$ cat src/rtl/keypad_pkg.sv
// -----------------------------------------------------------------------------
// keypad_pkg
// Shared types and helpers for the 4x4 keypad scan encoder.
//   scan_state_t   : column-scan FSM states (dwell, sample, evaluate)
//   result_kind_t  : classification of one full scan (none / single / multi)
//   scan_result_t  : {kind, code} as produced by one full scan
//   idx_to_onecold : 2-bit index -> active-low one-cold nibble
//   onecold_to_idx : active-low nibble -> index of lowest-index low bit
//   count_low      : number of low bits in a nibble
//   results_equal  : scan result comparison (code only matters for SINGLE)
// -----------------------------------------------------------------------------
package keypad_pkg;

    typedef enum logic [1:0] {
        ST_DWELL  = 2'd0,
        ST_SAMPLE = 2'd1,
        ST_EVAL   = 2'd2
    } scan_state_t;

    typedef enum logic [1:0] {
        RES_NONE   = 2'd0,
        RES_SINGLE = 2'd1,
        RES_MULTI  = 2'd2
    } result_kind_t;

    typedef struct packed {
        result_kind_t kind;
        logic [3:0]   code;
    } scan_result_t;

    // Index 0 is the MSB being low, matching the keypad pin ordering.
    function automatic logic [3:0] idx_to_onecold(input logic [1:0] idx);
        logic [3:0] v;
        case (idx)
            2'd0:    v = 4'b0111;
            2'd1:    v = 4'b1011;
            2'd2:    v = 4'b1101;
            2'd3:    v = 4'b1110;
            default: v = 4'b0111;
        endcase
        return v;
    endfunction

    // Lowest index wins when several bits are low; all-high returns 3,
    // callers only use the result when at least one bit is low.
    function automatic logic [1:0] onecold_to_idx(input logic [3:0] v);
        logic [1:0] idx;
        if (v[3] == 1'b0) begin
            idx = 2'd0;
        end else if (v[2] == 1'b0) begin
            idx = 2'd1;
        end else if (v[1] == 1'b0) begin
            idx = 2'd2;
        end else begin
            idx = 2'd3;
        end
        return idx;
    endfunction

    function automatic logic [2:0] count_low(input logic [3:0] v);
        logic [2:0] n;
        n = 3'd0;
        for (int i = 0; i < 4; i++) begin
            if (v[i] == 1'b0) begin
                n = n + 3'd1;
            end else begin
                n = n;
            end
        end
        return n;
    endfunction

    function automatic logic results_equal(input scan_result_t a, input scan_result_t b);
        logic eq;
        if (a.kind != b.kind) begin
            eq = 1'b0;
        end else if (a.kind == RES_SINGLE) begin
            eq = (a.code == b.code);
        end else begin
            eq = 1'b1;
        end
        return eq;
    endfunction

endpackage

$ cat src/rtl/keypad_scan_encoder_sync2.sv
// -----------------------------------------------------------------------------
// sync2
// Two-flop synchronizer for a bus of independent asynchronous inputs.
//   clk   : destination clock
//   rst_n : asynchronous active-low reset (both stages load RESET_VAL)
//   i_d   : asynchronous input bus
//   o_q   : synchronized output, two clk cycles of latency
// -----------------------------------------------------------------------------
module sync2 #(
    parameter int               WIDTH     = 4,
    parameter logic [WIDTH-1:0] RESET_VAL = '1
) (
    input  logic             clk,
    input  logic             rst_n,
    input  logic [WIDTH-1:0] i_d,
    output logic [WIDTH-1:0] o_q
);

    logic [WIDTH-1:0] r_meta;
    logic [WIDTH-1:0] r_sync;

    // Metastability filter: first stage may go metastable, second resolves it.
    always_ff @(posedge clk or negedge rst_n) begin
        if (!rst_n) begin
            r_meta <= RESET_VAL;
            r_sync <= RESET_VAL;
        end else begin
            r_meta <= i_d;
            r_sync <= r_meta;
        end
    end

    assign o_q = r_sync;

endmodule

$ cat src/rtl/keypad_scan_encoder.sv
// -----------------------------------------------------------------------------
// keypad_scan_encoder
// Scans a 4x4 matrix keypad one column at a time, encodes the single pressed
// key as {col_idx, row_idx}, debounces over whole scans and reports the
// committed key state.
//   clk       : system clock
//   rst_n     : asynchronous active-low reset
//   row_n     : raw active-low row returns (asynchronous)
//   col_n     : active-low one-cold column strobe (registered)
//   key_code  : committed scan code {col_idx[1:0], row_idx[1:0]}
//   key_valid : exactly one key committed as held
//   key_press : one-cycle pulse when a new single key is committed
//   multi_key : two or more keys committed as held
// Each column is driven for SCAN_DIV cycles (the last one being SAMPLE), then
// one EVAL cycle closes the scan: period = 4*SCAN_DIV + 1 cycles.
// -----------------------------------------------------------------------------
module keypad_scan_encoder
    import keypad_pkg::*;
#(
    parameter int SCAN_DIV       = 100000,
    parameter int DEBOUNCE_SCANS = 4
) (
    input  logic       clk,
    input  logic       rst_n,
    input  logic [3:0] row_n,
    output logic [3:0] col_n,
    output logic [3:0] key_code,
    output logic       key_valid,
    output logic       key_press,
    output logic       multi_key
);

    localparam int               CNT_W      = (SCAN_DIV > 2) ? $clog2(SCAN_DIV) : 1;
    localparam int               STB_W      = $clog2(DEBOUNCE_SCANS + 1);
    localparam logic [CNT_W-1:0] DWELL_LAST = CNT_W'(SCAN_DIV - 2);
    localparam logic [STB_W-1:0] STABLE_MAX = STB_W'(DEBOUNCE_SCANS);

    logic [3:0]       w_row_sync;

    scan_state_t      r_state,      w_state_nxt;
    logic [CNT_W-1:0] r_dwell_cnt,  w_dwell_nxt;
    logic [1:0]       r_col_idx,    w_col_idx_nxt;
    logic [3:0]       r_col_n,      w_col_n_nxt;
    logic [1:0]       r_hit_cnt,    w_hit_nxt;
    logic [3:0]       r_first_code, w_first_code_nxt;
    scan_result_t     r_prev,       w_prev_nxt;
    logic [STB_W-1:0] r_stable_cnt, w_stable_nxt;
    scan_result_t     r_committed,  w_committed_nxt;
    logic [3:0]       r_key_code,   w_key_code_nxt;
    logic             r_key_valid,  w_key_valid_nxt;
    logic             r_key_press,  w_key_press_nxt;
    logic             r_multi_key,  w_multi_key_nxt;

    logic [2:0]       w_low_cnt;
    logic [2:0]       w_hit_sum;
    scan_result_t     w_scan;

    sync2 #(
        .WIDTH     (4),
        .RESET_VAL (4'b1111)
    ) u_row_sync (
        .clk   (clk),
        .rst_n (rst_n),
        .i_d   (row_n),
        .o_q   (w_row_sync)
    );

    // Row hit counting and classification of the scan accumulated so far.
    always_comb begin
        w_low_cnt = count_low(w_row_sync);
        w_hit_sum = {1'b0, r_hit_cnt} + w_low_cnt;
        w_scan    = '{kind: RES_NONE, code: 4'd0};
        case (r_hit_cnt)
            2'd0:    w_scan = '{kind: RES_NONE,   code: 4'd0};
            2'd1:    w_scan = '{kind: RES_SINGLE, code: r_first_code};
            default: w_scan = '{kind: RES_MULTI,  code: 4'd0};
        endcase
    end

    // Scan FSM, debounce and commit logic.
    always_comb begin
        w_state_nxt      = r_state;
        w_dwell_nxt      = r_dwell_cnt;
        w_col_idx_nxt    = r_col_idx;
        w_hit_nxt        = r_hit_cnt;
        w_first_code_nxt = r_first_code;
        w_prev_nxt       = r_prev;
        w_stable_nxt     = r_stable_cnt;
        w_committed_nxt  = r_committed;
        w_key_code_nxt   = r_key_code;
        w_key_valid_nxt  = r_key_valid;
        w_key_press_nxt  = 1'b0;
        w_multi_key_nxt  = r_multi_key;

        case (r_state)
            ST_DWELL: begin
                w_dwell_nxt = r_dwell_cnt + {{(CNT_W-1){1'b0}}, 1'b1};
                if (r_dwell_cnt == DWELL_LAST) begin
                    w_state_nxt = ST_SAMPLE;
                end else begin
                    w_state_nxt = ST_DWELL;
                end
            end

            ST_SAMPLE: begin
                w_dwell_nxt = '0;
                // Hit count only needs to distinguish 0, 1 and "2 or more".
                if (w_hit_sum >= 3'd2) begin
                    w_hit_nxt = 2'd2;
                end else begin
                    w_hit_nxt = w_hit_sum[1:0];
                end
                if ((r_hit_cnt == 2'd0) && (w_low_cnt != 3'd0)) begin
                    w_first_code_nxt = {r_col_idx, onecold_to_idx(w_row_sync)};
                end else begin
                    w_first_code_nxt = r_first_code;
                end
                if (r_col_idx == 2'd3) begin
                    w_state_nxt = ST_EVAL;
                end else begin
                    w_col_idx_nxt = r_col_idx + 2'd1;
                    w_state_nxt   = ST_DWELL;
                end
            end

            ST_EVAL: begin
                if (results_equal(w_scan, r_prev)) begin
                    if (r_stable_cnt >= STABLE_MAX) begin
                        w_stable_nxt = STABLE_MAX;
                    end else begin
                        w_stable_nxt = r_stable_cnt + {{(STB_W-1){1'b0}}, 1'b1};
                    end
                end else begin
                    w_stable_nxt = {{(STB_W-1){1'b0}}, 1'b1};
                end
                w_prev_nxt = w_scan;

                // Commit only on a change, so a held key pulses exactly once.
                if ((w_stable_nxt == STABLE_MAX) && !results_equal(w_scan, r_committed)) begin
                    w_committed_nxt = w_scan;
                    case (w_scan.kind)
                        RES_SINGLE: begin
                            w_key_code_nxt  = w_scan.code;
                            w_key_valid_nxt = 1'b1;
                            w_multi_key_nxt = 1'b0;
                            w_key_press_nxt = 1'b1;
                        end
                        RES_MULTI: begin
                            w_key_valid_nxt = 1'b0;
                            w_multi_key_nxt = 1'b1;
                        end
                        default: begin
                            w_key_valid_nxt = 1'b0;
                            w_multi_key_nxt = 1'b0;
                        end
                    endcase
                end else begin
                    w_committed_nxt = r_committed;
                end

                w_hit_nxt        = 2'd0;
                w_first_code_nxt = 4'd0;
                w_dwell_nxt      = '0;
                w_col_idx_nxt    = 2'd0;
                w_state_nxt      = ST_DWELL;
            end

            default: begin
                w_hit_nxt        = 2'd0;
                w_first_code_nxt = 4'd0;
                w_dwell_nxt      = '0;
                w_col_idx_nxt    = 2'd0;
                w_state_nxt      = ST_DWELL;
            end
        endcase

        // Strobe is derived from the next column so col_n tracks col_idx exactly.
        w_col_n_nxt = idx_to_onecold(w_col_idx_nxt);
    end

    // State and output registers; reset aborts any scan in progress.
    always_ff @(posedge clk or negedge rst_n) begin
        if (!rst_n) begin
            r_state      <= ST_DWELL;
            r_dwell_cnt  <= '0;
            r_col_idx    <= 2'd0;
            r_col_n      <= 4'b0111;
            r_hit_cnt    <= 2'd0;
            r_first_code <= 4'd0;
            r_prev       <= '{kind: RES_NONE, code: 4'd0};
            r_stable_cnt <= '0;
            r_committed  <= '{kind: RES_NONE, code: 4'd0};
            r_key_code   <= 4'd0;
            r_key_valid  <= 1'b0;
            r_key_press  <= 1'b0;
            r_multi_key  <= 1'b0;
        end else begin
            r_state      <= w_state_nxt;
            r_dwell_cnt  <= w_dwell_nxt;
            r_col_idx    <= w_col_idx_nxt;
            r_col_n      <= w_col_n_nxt;
            r_hit_cnt    <= w_hit_nxt;
            r_first_code <= w_first_code_nxt;
            r_prev       <= w_prev_nxt;
            r_stable_cnt <= w_stable_nxt;
            r_committed  <= w_committed_nxt;
            r_key_code   <= w_key_code_nxt;
            r_key_valid  <= w_key_valid_nxt;
            r_key_press  <= w_key_press_nxt;
            r_multi_key  <= w_multi_key_nxt;
        end
    end

    assign col_n     = r_col_n;
    assign key_code  = r_key_code;
    assign key_valid = r_key_valid;
    assign key_press = r_key_press;
    assign multi_key = r_multi_key;

endmodule

$ cat config.mk
export PLATFORM = sky130hd
export DESIGN_NAME = keypad_scan_encoder
export DESIGN_NICKNAME = d
export VERILOG_FILES = /design/src/rtl/keypad_pkg.sv /design/src/rtl/keypad_scan_encoder_sync2.sv /design/src/rtl/keypad_scan_encoder.sv
export SDC_FILE = /design/constraint.sdc
export NUM_CORES = 1
export LEC_CHECK = 0
export ABC_CLOCK_PERIOD_IN_PS = 3250
export BUFFER_PORTS_ARGS = -buffer_cell sky130_fd_sc_hd__buf_4
export CORE_MARGIN = 2
export CORE_UTILIZATION = 58
export CTS_CLUSTER_DIAMETER = 120
export DETAILED_ROUTE_END_ITERATION = 7
export GPL_TIMING_DRIVEN = 1
export PLACE_DENSITY = 0.85
export SYNTH_ARGS = -nofsm -noshare
export SYNTH_HDL_FRONTEND = slang
export SYNTH_SLANG_ARGS = --single-unit
$ cat constraint.sdc
create_clock -name clk -period 3.25 [get_ports clk]
set_input_delay 0.8125 -clock clk [delete_from_list [all_inputs] [get_ports clk]]
set_output_delay 0.8125 -clock clk [all_outputs]
set_load 0.01 [all_outputs]
==> metrics <==
Die Wd=73.33 microns; syn nets=278; Slew @ Worst Pin=0.7089 ns; CP Class=reg -> reg; Fin Hold WS=0.3543 ns; Starting Density=0.5941; drt first-iter violations=99; P&R area growth vs syn=11.53%; vias in the first global route=1735; pre-CTS setup slack=0.6731 ns; DR vias=1893; Final min period=2.591 ns; endpoints failing hold=0; Fin Clk Skew=0.007706 ns; initial antenna violation count=0; Core Box Area=4692 sq um; Tcrit/Tclk final=0.7972; sw power=301.5 uW; synthesized flop and latch total=60; hold_buf cts=0; fmax=386.0 MHz; buffers added on ports=16; Die Y=73.33 microns; data arrival time of the worst path=2.85 ns; setup_tns=0 ns; setup slack after layout=0.6591 ns; Layout fillers=366; Synth top area share=0.4399; Combinational Power Share=0.029; Seq/Total Area, Yosys=0.5435; synthesized area per cell=10.60 sq um; most frequent cell after synthesis=dfrtp_1; reg2reg start=u_row_sync.o_q[0]; YS warnings=0; peak supply drop=0.0003254 V; Clock power frac=0.433; critical path capture point type=flop; FF-to-FF End=r_hit_cnt[0]; Clock Root Buffer=clkbuf_8; drt drc=0; CTS tree=done; die area=5377 sq um; Pleak=1.399 nW; leading area contributor after synthesis=dfrtp_1; Critical Path Source Type=flop; via/cell ratio=5.584; Max Cap Viol=0; synth cell count leaders=dfrtp_1 (49), nor2_1 (28), xnor2_1 (22); internal power=1.110 mW; # setup viols final=0; share of layout cells above drive strength 1=0.1719; Worst Path Required=3.51 ns; Placer Congestion=0.7577; Top FF cell, synth=dfrtp_1; Antenna Nets Post-Route=0; GRT Residual Overflow=0; crit path launch=u_row_sync.o_q[0]; Post-synth EDFFs=0; largest net degree at the start of global routing=61; GRT Overall Usage=0.2002; async set-reset flop share out of synthesis=1.000; RSZ-0062 raised after global routing=false; synth unique cells=46; dpl hpwl=3104 microns; sequential share of power=0.538; Hold Crit Class=reg -> reg; Layout Nets=295; cts bufs inserted=9; IO Pins=17; first-pass GRT wire length=8024 microns; worst relative slew slack=0.5274; WL per Instance=13.85 microns; Area contributors post-synth=dfrtp_1 (44%), dfstp_2 (10%), xnor2_1 (6.9%); DRT Pass-1 Iters=4; Ant. Diodes=0; Worst-path clk slew=0.07 ns; wirelength, routed=4694 microns; clk buf depth=2; CTS resizes=0; CTS Sinks=60; CP Max Fanout=2; worst reg-to-reg path cell count=11; Pwr per Cell Area=454.1 nW/um^2; status=complete, no violations; Post-CTS Setup Bufs=0; Pins Over Slew Limit=0; synthesized instance count=263; Sw Ratio=0.2136; post-synthesis cell area=2788 sq um; r2r setup slk=0.66 ns; H-tree depth=3; clock latency on the worst-skew pair=0.33 ns; row count=25; Worst Setup EP=r_hit_cnt[0]
per-layer routing:
metal	global-route usage	vias to the layer above	share of wire
met5	0	-	0
met4	0.1091	0	0.019
met3	0.04390	8	0.041
met2	0.3033	40	0.48
met1	0.2697	922	0.46
li1	-	923	-
registers in the layout, indices dropped and copies added (netlist names):
register / count
r_committed: 6
r_state: 2
r_col_idx: 2
key_code: 4
r_first_code: 4
u_row_sync.r_meta: 4
r_dwell_cnt: 17
key_press: 1
u_row_sync.o_q: 4
r_stable_cnt: 3
r_hit_cnt: 2
r_prev: 6
key_valid: 1
col_n: 4
cell type report:
| cell class | count | area [sq um] | share of cell area |
|---|---|---|---|
| clock buffers | 15 | 176.4 | 0.05674 |
| inverters | 17 | 63.81 | 0.02052 |
| flip-flops and latches | 60 | 1515 | 0.4873 |
| multi-input cells | 176 | 1161 | 0.3734 |
| repair buffers | 16 | 120.1 | 0.03863 |
| clock inverters | 1 | 5.005 | 0.001610 |
| well taps | 54 | 67.56 | 0.02173 |
cell families (layout without fill, tap and decap cells):
family,after synthesis,in the layout,share of synthesized area
compound gates,35,35,0.08124
xor+xnor,25,25,0.07855
flops,60,60,0.5435
fa+ha+maj,9,9,0.04309
simple gates,99,99,0.1791
buf+inv,27,49,0.03995
mux,8,8,0.03456
critical path: stages, from the launching register on:
cell,delay (ns)
dfstp_2,0.53
inv_1,0.04
ha_1,0.32
xnor2_1,0.16
ha_1,0.29
nor2_1,0.04
a31oi_1,0.18
inv_1,0.08
fa_1,0.40
xor2_1,0.20
nand4_1,0.11
a21oi_1,0.16
power by group through the flow:
stage	sequential (mW)	combinational, mW	clock (mW)
6_report	0.760	0.0410	0.611
5_1_grt	0.760	0.0478	0.660
3_3_place_gp	0.773	0.0404	0
3_5_place_dp	0.773	0.0424	0
2_1_floorplan	0.772	0.0201	0
4_1_cts	0.760	0.0427	0.625
layout by cell type (no fill, tap or decap), drive strengths merged, types with 7 or more instances in the layout:
| cell type | Yosys | routed |
|---|---|---|
| inv | 17 | 17 |
| nand2 | 21 | 21 |
| buf | 3 | 16 |
| dfstp | 11 | 11 |
| xnor2 | 22 | 22 |
| nor2 | 28 | 28 |
| nor3 | 9 | 9 |
| nand3 | 10 | 10 |
| mux2 | 7 | 7 |
| o21ai | 10 | 10 |
| clkbuf | 7 | 15 |
| a21oi | 11 | 11 |
| ha | 8 | 8 |
| dfrtp | 49 | 49 |
how the worst min path moves through the flow:
stage,startpoint,endpoint,slack (ns),cells after the start
finish,u_row_sync.r_meta[1],u_row_sync.o_q[1],0.35,0
global route,u_row_sync.r_meta[1],u_row_sync.o_q[1],0.36,0
CTS,u_row_sync.r_meta[0],u_row_sync.o_q[0],0.36,0
detailed placement,u_row_sync.r_meta[0],u_row_sync.o_q[0],0.35,0
global placement,u_row_sync.r_meta[1],u_row_sync.o_q[1],0.35,0
floorplan,u_row_sync.r_meta[0],u_row_sync.o_q[0],0.35,0
stage by stage:
| stage | instance area (sq um) | instances | util | power (mW) |
|---|---|---|---|---|
| final | 3109 | 339 | 0.6627 | 1.412 |
| after global routing | 3109 | 339 | 0.6627 | 1.468 |
| after CTS | 3109 | 339 | 0.6627 | 1.428 |
| after detailed placement | 2928 | 323 | 0.6240 | 0.8156 |
| after global placement | 2928 | 323 | 0.6240 | 0.8129 |
| after floorplan | 2788 | 263 | - | 0.7924 |
Note: power is estimated with default switching activity, not from simulation.
